### src/rtl/imem_boot_loader_pkg.sv
// imem_boot_loader_pkg: shared state encoding and frame field sizes for the boot loader.
package imem_boot_loader_pkg;
    typedef enum logic [2:0] {S_IDLE, S_ADDR, S_CNT, S_DATA, S_CSUM, S_DONE, S_ERR} state_t;
    localparam logic [7:0] SYNC_BYTE_DEF = 8'hA5;
    localparam int ADDR_BYTES = 8;
    localparam int CNT_BYTES = 2;
    localparam int WORD_BYTES = 4;
endpackage

### src/rtl/imem_boot_loader_byte_packer.sv
// imem_boot_loader_byte_packer: little-endian shift-in assembler of N bytes with a last-byte flag.
module imem_boot_loader_byte_packer #(
    parameter int N = 4
) (
    input  logic           CLK,
    input  logic           resetl,
    input  logic           clr_i,
    input  logic           shift_i,
    input  logic [7:0]     data_i,
    output logic [8*N-1:0] val_o,
    output logic           full_o
);
    localparam int IW = $clog2(N);
    logic [IW-1:0] idx_q, idx_d;
    assign full_o = idx_q == IW'(N - 1);
    assign idx_d  = full_o ? '0 : idx_q + IW'(1);
    always_ff @(posedge CLK) begin
        if (resetl) begin
            idx_q <= '0;
            val_o <= '0;
        end else if (clr_i) begin
            idx_q <= '0;
        end else if (shift_i) begin
            idx_q <= idx_d;
            val_o <= {data_i, val_o[8*N-1:8]};
        end
    end
endmodule

### src/rtl/imem_boot_loader.sv
// imem_boot_loader: receives a framed byte-serial program image, writes it to instruction memory
// and releases the core at the frame's base address once the checksum matches.
module imem_boot_loader
    import imem_boot_loader_pkg::*;
#(
    parameter int         MAX_WORDS = 256,
    parameter logic [7:0] SYNC_BYTE = SYNC_BYTE_DEF
) (
    input  logic        CLK,
    input  logic        resetl,
    input  logic        in_valid_i,
    input  logic [7:0]  in_data_i,
    output logic        in_ready_o,
    output logic        imem_we_o,
    output logic [63:0] imem_addr_o,
    output logic [31:0] imem_wdata_o,
    output logic [63:0] startpc_o,
    output logic        cpu_resetl_o,
    output logic        boot_done_o,
    output logic        boot_err_o,
    output logic [15:0] words_written_o
);
    state_t state_q;
    logic [7:0] csum_q;
    logic [63:0] base;
    logic [15:0] cnt, cnt_d, words_d;
    logic acc, sync, base_full, cnt_full, word_full, cnt_bad, csum_ok;
    assign acc     = in_valid_i && in_ready_o;
    assign sync    = acc && in_data_i == SYNC_BYTE && (state_q == S_IDLE || state_q == S_ERR);
    assign cnt_d   = {in_data_i, cnt[15:8]};
    assign cnt_bad = cnt_d == 16'd0 || int'(cnt_d) > MAX_WORDS;
    assign words_d = words_written_o + 16'd1;
    assign csum_ok = in_data_i == csum_q;

    imem_boot_loader_byte_packer #(.N(ADDR_BYTES)) u_base (
        .CLK(CLK), .resetl(resetl), .clr_i(sync), .shift_i(acc && state_q == S_ADDR),
        .data_i(in_data_i), .val_o(base), .full_o(base_full));
    imem_boot_loader_byte_packer #(.N(CNT_BYTES)) u_cnt (
        .CLK(CLK), .resetl(resetl), .clr_i(sync), .shift_i(acc && state_q == S_CNT),
        .data_i(in_data_i), .val_o(cnt), .full_o(cnt_full));
    // The word packer holds the completed word exactly in the cycle imem_we pulses.
    imem_boot_loader_byte_packer #(.N(WORD_BYTES)) u_word (
        .CLK(CLK), .resetl(resetl), .clr_i(sync), .shift_i(acc && state_q == S_DATA),
        .data_i(in_data_i), .val_o(imem_wdata_o), .full_o(word_full));

    always_ff @(posedge CLK) begin
        if (resetl) begin
            state_q         <= S_IDLE;
            csum_q          <= '0;
            in_ready_o      <= 1'b1;
            imem_we_o       <= 1'b0;
            imem_addr_o     <= '0;
            startpc_o       <= '0;
            cpu_resetl_o    <= 1'b0;
            boot_done_o     <= 1'b0;
            boot_err_o      <= 1'b0;
            words_written_o <= '0;
        end else begin
            imem_we_o <= 1'b0;
            if (acc) begin
                csum_q <= csum_q ^ in_data_i;
                case (state_q)
                    S_IDLE, S_ERR: if (sync) begin
                        state_q         <= S_ADDR;
                        csum_q          <= '0;
                        words_written_o <= '0;
                        boot_err_o      <= 1'b0;
                    end
                    // On the 8th byte the first address byte sits at base[15:8].
                    S_ADDR: if (base_full) begin
                        state_q    <= base[9:8] != 2'b00 ? S_ERR : S_CNT;
                        boot_err_o <= base[9:8] != 2'b00;
                    end
                    S_CNT: if (cnt_full) begin
                        state_q    <= cnt_bad ? S_ERR : S_DATA;
                        boot_err_o <= cnt_bad;
                    end
                    S_DATA: if (word_full) begin
                        imem_we_o       <= 1'b1;
                        imem_addr_o     <= base + {46'd0, words_written_o, 2'b00};
                        words_written_o <= words_d;
                        state_q         <= words_d == cnt ? S_CSUM : S_DATA;
                    end
                    S_CSUM: begin
                        state_q      <= csum_ok ? S_DONE : S_ERR;
                        boot_done_o  <= csum_ok;
                        boot_err_o   <= !csum_ok;
                        cpu_resetl_o <= csum_ok;
                        in_ready_o   <= !csum_ok;
                        startpc_o    <= csum_ok ? base : startpc_o;
                    end
                    default: ;
                endcase
            end
        end
    end
endmodule

### config.mk
export PLATFORM = sky130hd
export DESIGN_NAME = imem_boot_loader
export DESIGN_NICKNAME = d
export VERILOG_FILES = /design/src/rtl/imem_boot_loader_pkg.sv /design/src/rtl/imem_boot_loader_byte_packer.sv /design/src/rtl/imem_boot_loader.sv
export SDC_FILE = /design/constraint.sdc
export NUM_CORES = 1
export LEC_CHECK = 0
export BUFFER_PORTS_ARGS = -buffer_cell sky130_fd_sc_hd__buf_2
export CORE_ASPECT_RATIO = 1.5
export CORE_MARGIN = 4
export CORE_UTILIZATION = 35
export CTS_CLUSTER_DIAMETER = 60
export CTS_CLUSTER_SIZE = 28
export DETAILED_ROUTE_END_ITERATION = 10
export GPL_TIMING_DRIVEN = 0
export PLACE_DENSITY_LB_ADDON = 0.08
export SLEW_MARGIN = 25
export SYNTH_ARGS = -nofsm -noshare
export SYNTH_HDL_FRONTEND = slang
export SYNTH_SLANG_ARGS = --single-unit
export TNS_END_PERCENT = 30
### constraint.sdc
create_clock -name CLK -period 2.7 [get_ports CLK]
set_input_delay 0.135 -clock CLK [delete_from_list [all_inputs] [get_ports CLK]]
set_output_delay 0.135 -clock CLK [all_outputs]
set_load 0.005 [all_outputs]
======== Yosys cells after proc, flatten, opt, wreduce, memory -nomap -nowiden ========
Index checks and enable logic that the tools add are counted.
W data, S select, Z words.
operators by class
  order comparisons ....................... 1
  $mul .................................... 0
  div/mod/pow operators ................... 0
  mux-type cells .......................... 22
  reductions and logical operators ........ 27
  shift-type cells ........................ 0
  bitwise gates (word level) .............. 4
  equality and inequality tests ........... 14
  add/sub/neg operators ................... 5
operators by type and width
  kind                     count
  $add A64 B18 Y64         1
  $mux W16                 2
  $pmux W16 S2             1
  $mux W3                  8
  $add A16 B1 Y16 const B  1
  $eq A16 B16 Y1           1
  $gt A16 B9 Y1 const B    1
  $logic_not A16 Y1        1
  $mux W8                  2
  $pmux W3 S5              1
  $eq A3 B3 Y1 const B     3
  $eq A8 B8 Y1             1
  $eq A8 B8 Y1 const B     1
  $reduce_and A2 Y1        4
  $xor A8 B8 Y8            1
  $eq A3 B2 Y1 const B     2
  $logic_and A1 B1 Y1      6
  $ne A2 B1 Y1 const B     3
  $reduce_and A3 Y1        2
  $reduce_and A6 Y1        1
  $mux W1                  5
  $reduce_and A5 Y1        1
  $reduce_bool A5 Y1       1
  $mux W2                  2
  other kinds (16)         21
word-level totals
  bits in latches ......................... 0
  memories kept ........................... 0
  bits of input ports ..................... 11
  bits in read-only memories .............. 0
  flip-flop bits (word level) ............. 277
  RAM bits ................................ 0
  logic and storage cells ................. 88

======== Logic depth before layout (Yosys ltp) ========
  depth in word-level cells ............... 5
  gate-level depth with buffers ........... 12

======== Modules after synthesis ========
From an unflattened synthesis, not the netlist that was laid out.
second synthesis, totals
  cell total of the unflattened synthesis .. 1511
  area, all modules ....................... 12839.8 sq um
by module, submodules not included
  module                                  cells each  seq. area each (sq um)  times used  area an instance (sq um)
  imem_boot_loader                        1004        3183.1                  1           8433.1
  imem_boot_loader_byte_packer at u_base  291         1341.3                  1           2372.3
  imem_boot_loader_byte_packer at u_word  149         680.7                   1           1305.0
  imem_boot_loader_byte_packer at u_cnt   67          340.3                   1           729.4

======== Worst setup path after synthesis ========
OpenSTA, ideal clock, no wires.
  path type ............................... reg2reg
  start ................................... register words_written_o[0]
  end ..................................... register imem_addr_o[62]
  path slack .............................. 30 ps
  clock period less this slack ............ 2670 ps
  stages on the path, launching flop included .. 12
  path buffers ............................ 0
  arrival time ............................ 2540 ps
  cell sequence ........................... dfxtp_1 ha_1 inv_1 fa_1 nand2b_1 a21oi_1 o2111ai_1 a21oi_1 o211ai_4 a2111oi_4 xnor2_1 o21ai_0
between the ends
  word-level cells in the longest chain between the ends .. 1
RTL lines
  element                 RTL line                source
  from (decl)             imem_boot_loader.sv:21  output logic [15:0] words_written_o
  from (signal assigned)  imem_boot_loader.sv:81  words_written_o <= words_d;
  $add A64 B18 Y64        imem_boot_loader.sv:80  imem_addr_o <= base + {46'd0, words_written_o, 2'b00};
  to (signal assigned)    imem_boot_loader.sv:80
  to (decl)               imem_boot_loader.sv:15  output logic [63:0] imem_addr_o,
No other way between the ends.
A chain may end at the register's enable or synchronous reset.

======== Worst setup path after layout ========
  start ................................... register words_written_o[0]
  end ..................................... register imem_addr_o[48]
The elaborated chain is that of the path after synthesis.

==> flow_metrics.tcl <==
set metrics [dict create \
    hp-start "in_data_i[1]" \
    final_cells 2281 \
    core_um2 34370 \
    initial_core_util_pct 35.62 \
    tns_ns -0.01631 \
    routed_via_density 5.068 \
    start_kind "register" \
    design_power_total_mw 7.927 \
    reg2reg_slack_ns -0.02 \
    synthToLayoutAreaGrowth_pct 21.25 \
    synth-xor-area-share_pct 6.224 \
    vias 11560 \
    htreeDepth 1 \
    cts_tree "built" \
    ant_nets 0 \
    antenna_found_initial 1 \
    syn_inst 1587 \
    crit_start "words_written_o[0]" \
    die_y_um 237.1 \
    grt_max_degree 25 \
    wl_per_cell_um 18.73 \
    yosys_warnings 0 \
    clk_pin_slew_worst_paths_ns 0.10 \
    gp_congestion 0.8636 \
    die_area_um2 38100 \
    rsz0062_at_grt "true" \
    clk_latency_ns 0.53 \
    worstMarginPinSlew_ns 1.078 \
    cts.sinks 277 \
    timing.rr.start "words_written_o[0]" \
    p_sw_share_pct 27.46 \
    syn_avg_cell_area_um2 7.715 \
    path_class "reg -> reg" \
    status "complete, but fails checks" \
    async_flop_share_pct 0 \
    slew-limit-headroom_pct 28.11 \
    cp.required_ns 3.10 \
    setup_ws_ns -0.01631 \
    violations "negative setup slack" \
    n_fill_cell 3633 \
    cts_root_buf "clkbuf_16" \
    drt-pass1-iter-count 7 \
    fin_crit_sh_pct 100.6 \
    synth_seq_cells 277 \
    synthDistinctLibCells 61 \
    power.density_nw_per_um2 534.0 \
    die_w_um 160.7 \
    hp-class "in -> reg" \
    dominantRegCellSynth "dfxtp_1" \
    p_switching_mw 2.177 \
    cp-end-kind "register" \
    p_leak_nw 5.427 \
    grt_pass1_wl_um 65710 \
    crit_arrival_ns 3.12 \
    post-place-ws_ns -0.6906 \
    syn_area_um2 12240 \
    port_buffers 183 \
    synth_top_family_by_area "simple AND/OR/NAND/NOR gates" \
    drv_slew 0 \
    crit_fanout 6 \
    postRouteWirelength_um 42730 \
    period_needed_ns 2.716 \
    dpl.hpwl_um 31770 \
    ys_seq_area_share_pct 45.29 \
    fin_nets 1833 \
    synth-compound-area-share_pct 17.99 \
    synthAdderAreaFrac_pct 2.207 \
    power.internal_mw 5.750 \
    irDropWorstVdd_uv 416.6 \
    clockPowerShare_pct 39.1 \
    drive_above_1_share_pct 17.86 \
    cts_made_buffers 19 \
    gr-total-overflow 0 \
    placed_cells 2237 \
    ios 192 \
    grt_pass1_vias 11340 \
    num_rows 83 \
    drt_iter0_markers 629 \
    route.detailed.drc 0 \
    synth-edff-count 0 \
    antenna_cells 0 \
    grt_usage_pct 21.67 \
    drv_cap 0 \
    synthSimpleGateAreaFrac_pct 23.83 \
    clockBufferDepth 3 \
    fin_skew_ns 0.02175 \
    max_freq_mhz 368.1 \
    syn_nets 1619 \
    finalHoldViolCount 0 \
    synthMuxAreaShare_pct 0.1635 \
    combPwrFrac_pct 8.0 \
    setup_violations 1 \
    power_frac_seq_pct 52.9 \
]
-- worst paths after layout --
path                      end  cells after the start
min reg2reg   imem_addr_o[32]                      2
max           imem_addr_o[48]                     12
max reg2reg   imem_addr_o[48]                     12
min          u_word.val_o[25]                      3
-- worst max-delay path, stage by stage, from the launching register on --
cell and delay (ns):
dfxtp_4 0.40, ha_4 0.14, inv_2 0.04, fa_2 0.37, nand2b_4 0.17, a21oi_4 0.16, o2111ai_4 0.15, a21oi_4 0.27
o211ai_4 0.21, buf_6 0.21, a211oi_2 0.19, xnor2_1 0.18, o21ai_1 0.08
-- placed cells by master (no fill, tap or decap), drive strengths merged, types with 30 or more instances in the layout --
cell,instances
nand2,464
dfxtp,277
a21oi,253
buf,211
clkbuf,117
nor2,80
o21ai,59
xnor2,47
xor2,40
a211oi,38
nand3,30
-- cell usage after synthesis, types with 2 or more instances --
cell type | n | share of area, %
buf_1 | 6 | 0.18
and4_1 | 3 | 0.21
nor2_1 | 80 | 2.5
clkbuf_1 | 98 | 3.0
a31oi_1 | 4 | 0.20
nand2_1 | 463 | 14
nor2b_1 | 3 | 0.15
nand4_1 | 20 | 1.0
mux2i_1 | 2 | 0.16
a311oi_1 | 4 | 0.29
and2_1 | 9 | 0.46
a211oi_1 | 35 | 2.1
nand2b_1 | 6 | 0.31
a31o_2 | 2 | 0.14
ha_1 | 20 | 2.0
a21oi_1 | 253 | 10
nor4_1 | 6 | 0.31
o21ai_0 | 57 | 2.3
nand3b_1 | 9 | 0.55
a21o_1 | 7 | 0.43
or3_1 | 8 | 0.41
o22a_1 | 3 | 0.21
nand3_1 | 29 | 1.2
xor2_1 | 40 | 2.9
o21ai_1 | 2 | 0.082
a211oi_2 | 2 | 0.20
inv_1 | 16 | 0.49
nor3_1 | 19 | 0.78
dfxtp_1 | 277 | 45
o21a_1 | 4 | 0.25
buf_6 | 2 | 0.18
buf_2 | 9 | 0.37
xnor2_1 | 47 | 3.4
o311a_1 | 2 | 0.16
and3_1 | 14 | 0.72
-- registers in the layout (all words and copies together), names as in the netlist --
| name | count |
|---|---|
| imem_addr_o | 64 |
| startpc_o | 64 |
| u_base.val_o | 64 |
| u_word.val_o | 32 |
| u_cnt.val_o | 16 |
| words_written_o | 16 |
| csum_q | 8 |
| state_q | 3 |
| u_base.idx_q | 3 |
| u_word.idx_q | 2 |
| boot_done_o | 1 |
| boot_err_o | 1 |
| imem_we_o | 1 |
| in_ready_o | 1 |
| u_cnt.full_o | 1 |
-- per-stage QoR --
stage / utilization (%) / cell area (um2) / hold slack, ns
after floorplan: - / 12240 / 0.3722
after global placement: 39.98 / 13740 / 0.4305
after detailed placement: 39.98 / 13740 / 0.4376
after CTS: 42.59 / 14640 / 0.003709
after global routing: 43.18 / 14840 / 0.02299
final: 43.18 / 14840 / 0.01853
-- power groups by stage --
stage               logic, mW  registers (mW)  clock network (mW)
global route            0.711            4.20                3.32
global placement        0.626            4.29                   0
CTS                     0.635            4.19                3.19
floorplan               0.437            4.27                   0
finish                  0.635            4.19                3.10
detailed placement      0.626            4.29                   0
-- metal layers --
| metal | vias up | share of wire (%) | routed length [um] | track usage (%) |
|---|---|---|---|---|
| li1 | 5778 | - | - | - |
| met1 | 5464 | 41 | 17430 | 25.42 |
| met2 | 247 | 52 | 22050 | 40.02 |
| met3 | 69 | 4.2 | 1805 | 3.274 |
| met4 | 2 | 3.3 | 1430 | 7.294 |
| met5 | - | 0.030 | 13 | 0 |
-- cell type report --
cell class | count | area (um2) | area share (%)
plain buffers | 113 | 483.0 | 3.254
clock buffers | 22 | 506.7 | 3.414
clock inverters | 12 | 132.6 | 0.8935
inverters | 16 | 60.06 | 0.4046
multi-input cells | 1179 | 6457 | 43.50
flip-flops and latches | 277 | 5568 | 37.51
well taps | 467 | 584.3 | 3.936
repair buffers | 195 | 1052 | 7.089
-- cell families after synthesis --
kind of cell / Yosys count
XOR/XNOR: 87
AND/OR/NAND/NOR: 681
adder cells (fa/ha/maj): 21
flip-flops: 277
buffers and inverters: 132
multiplexers: 2
AO/OA/AOI/OAI: 387
-- repair_timing --
item | 4_1_cts | 5_1_grt
resized for setup | 48 | 51
pin swaps | 12 | 19
hold buffers | 2 | 0
endpoints found under the setup margin | 125 | 146
endpoints found under the hold margin | 2 | 0
buffers inserted | 4 | 5
cloned | 2 | 0
(Power assumes the default switching activity.)
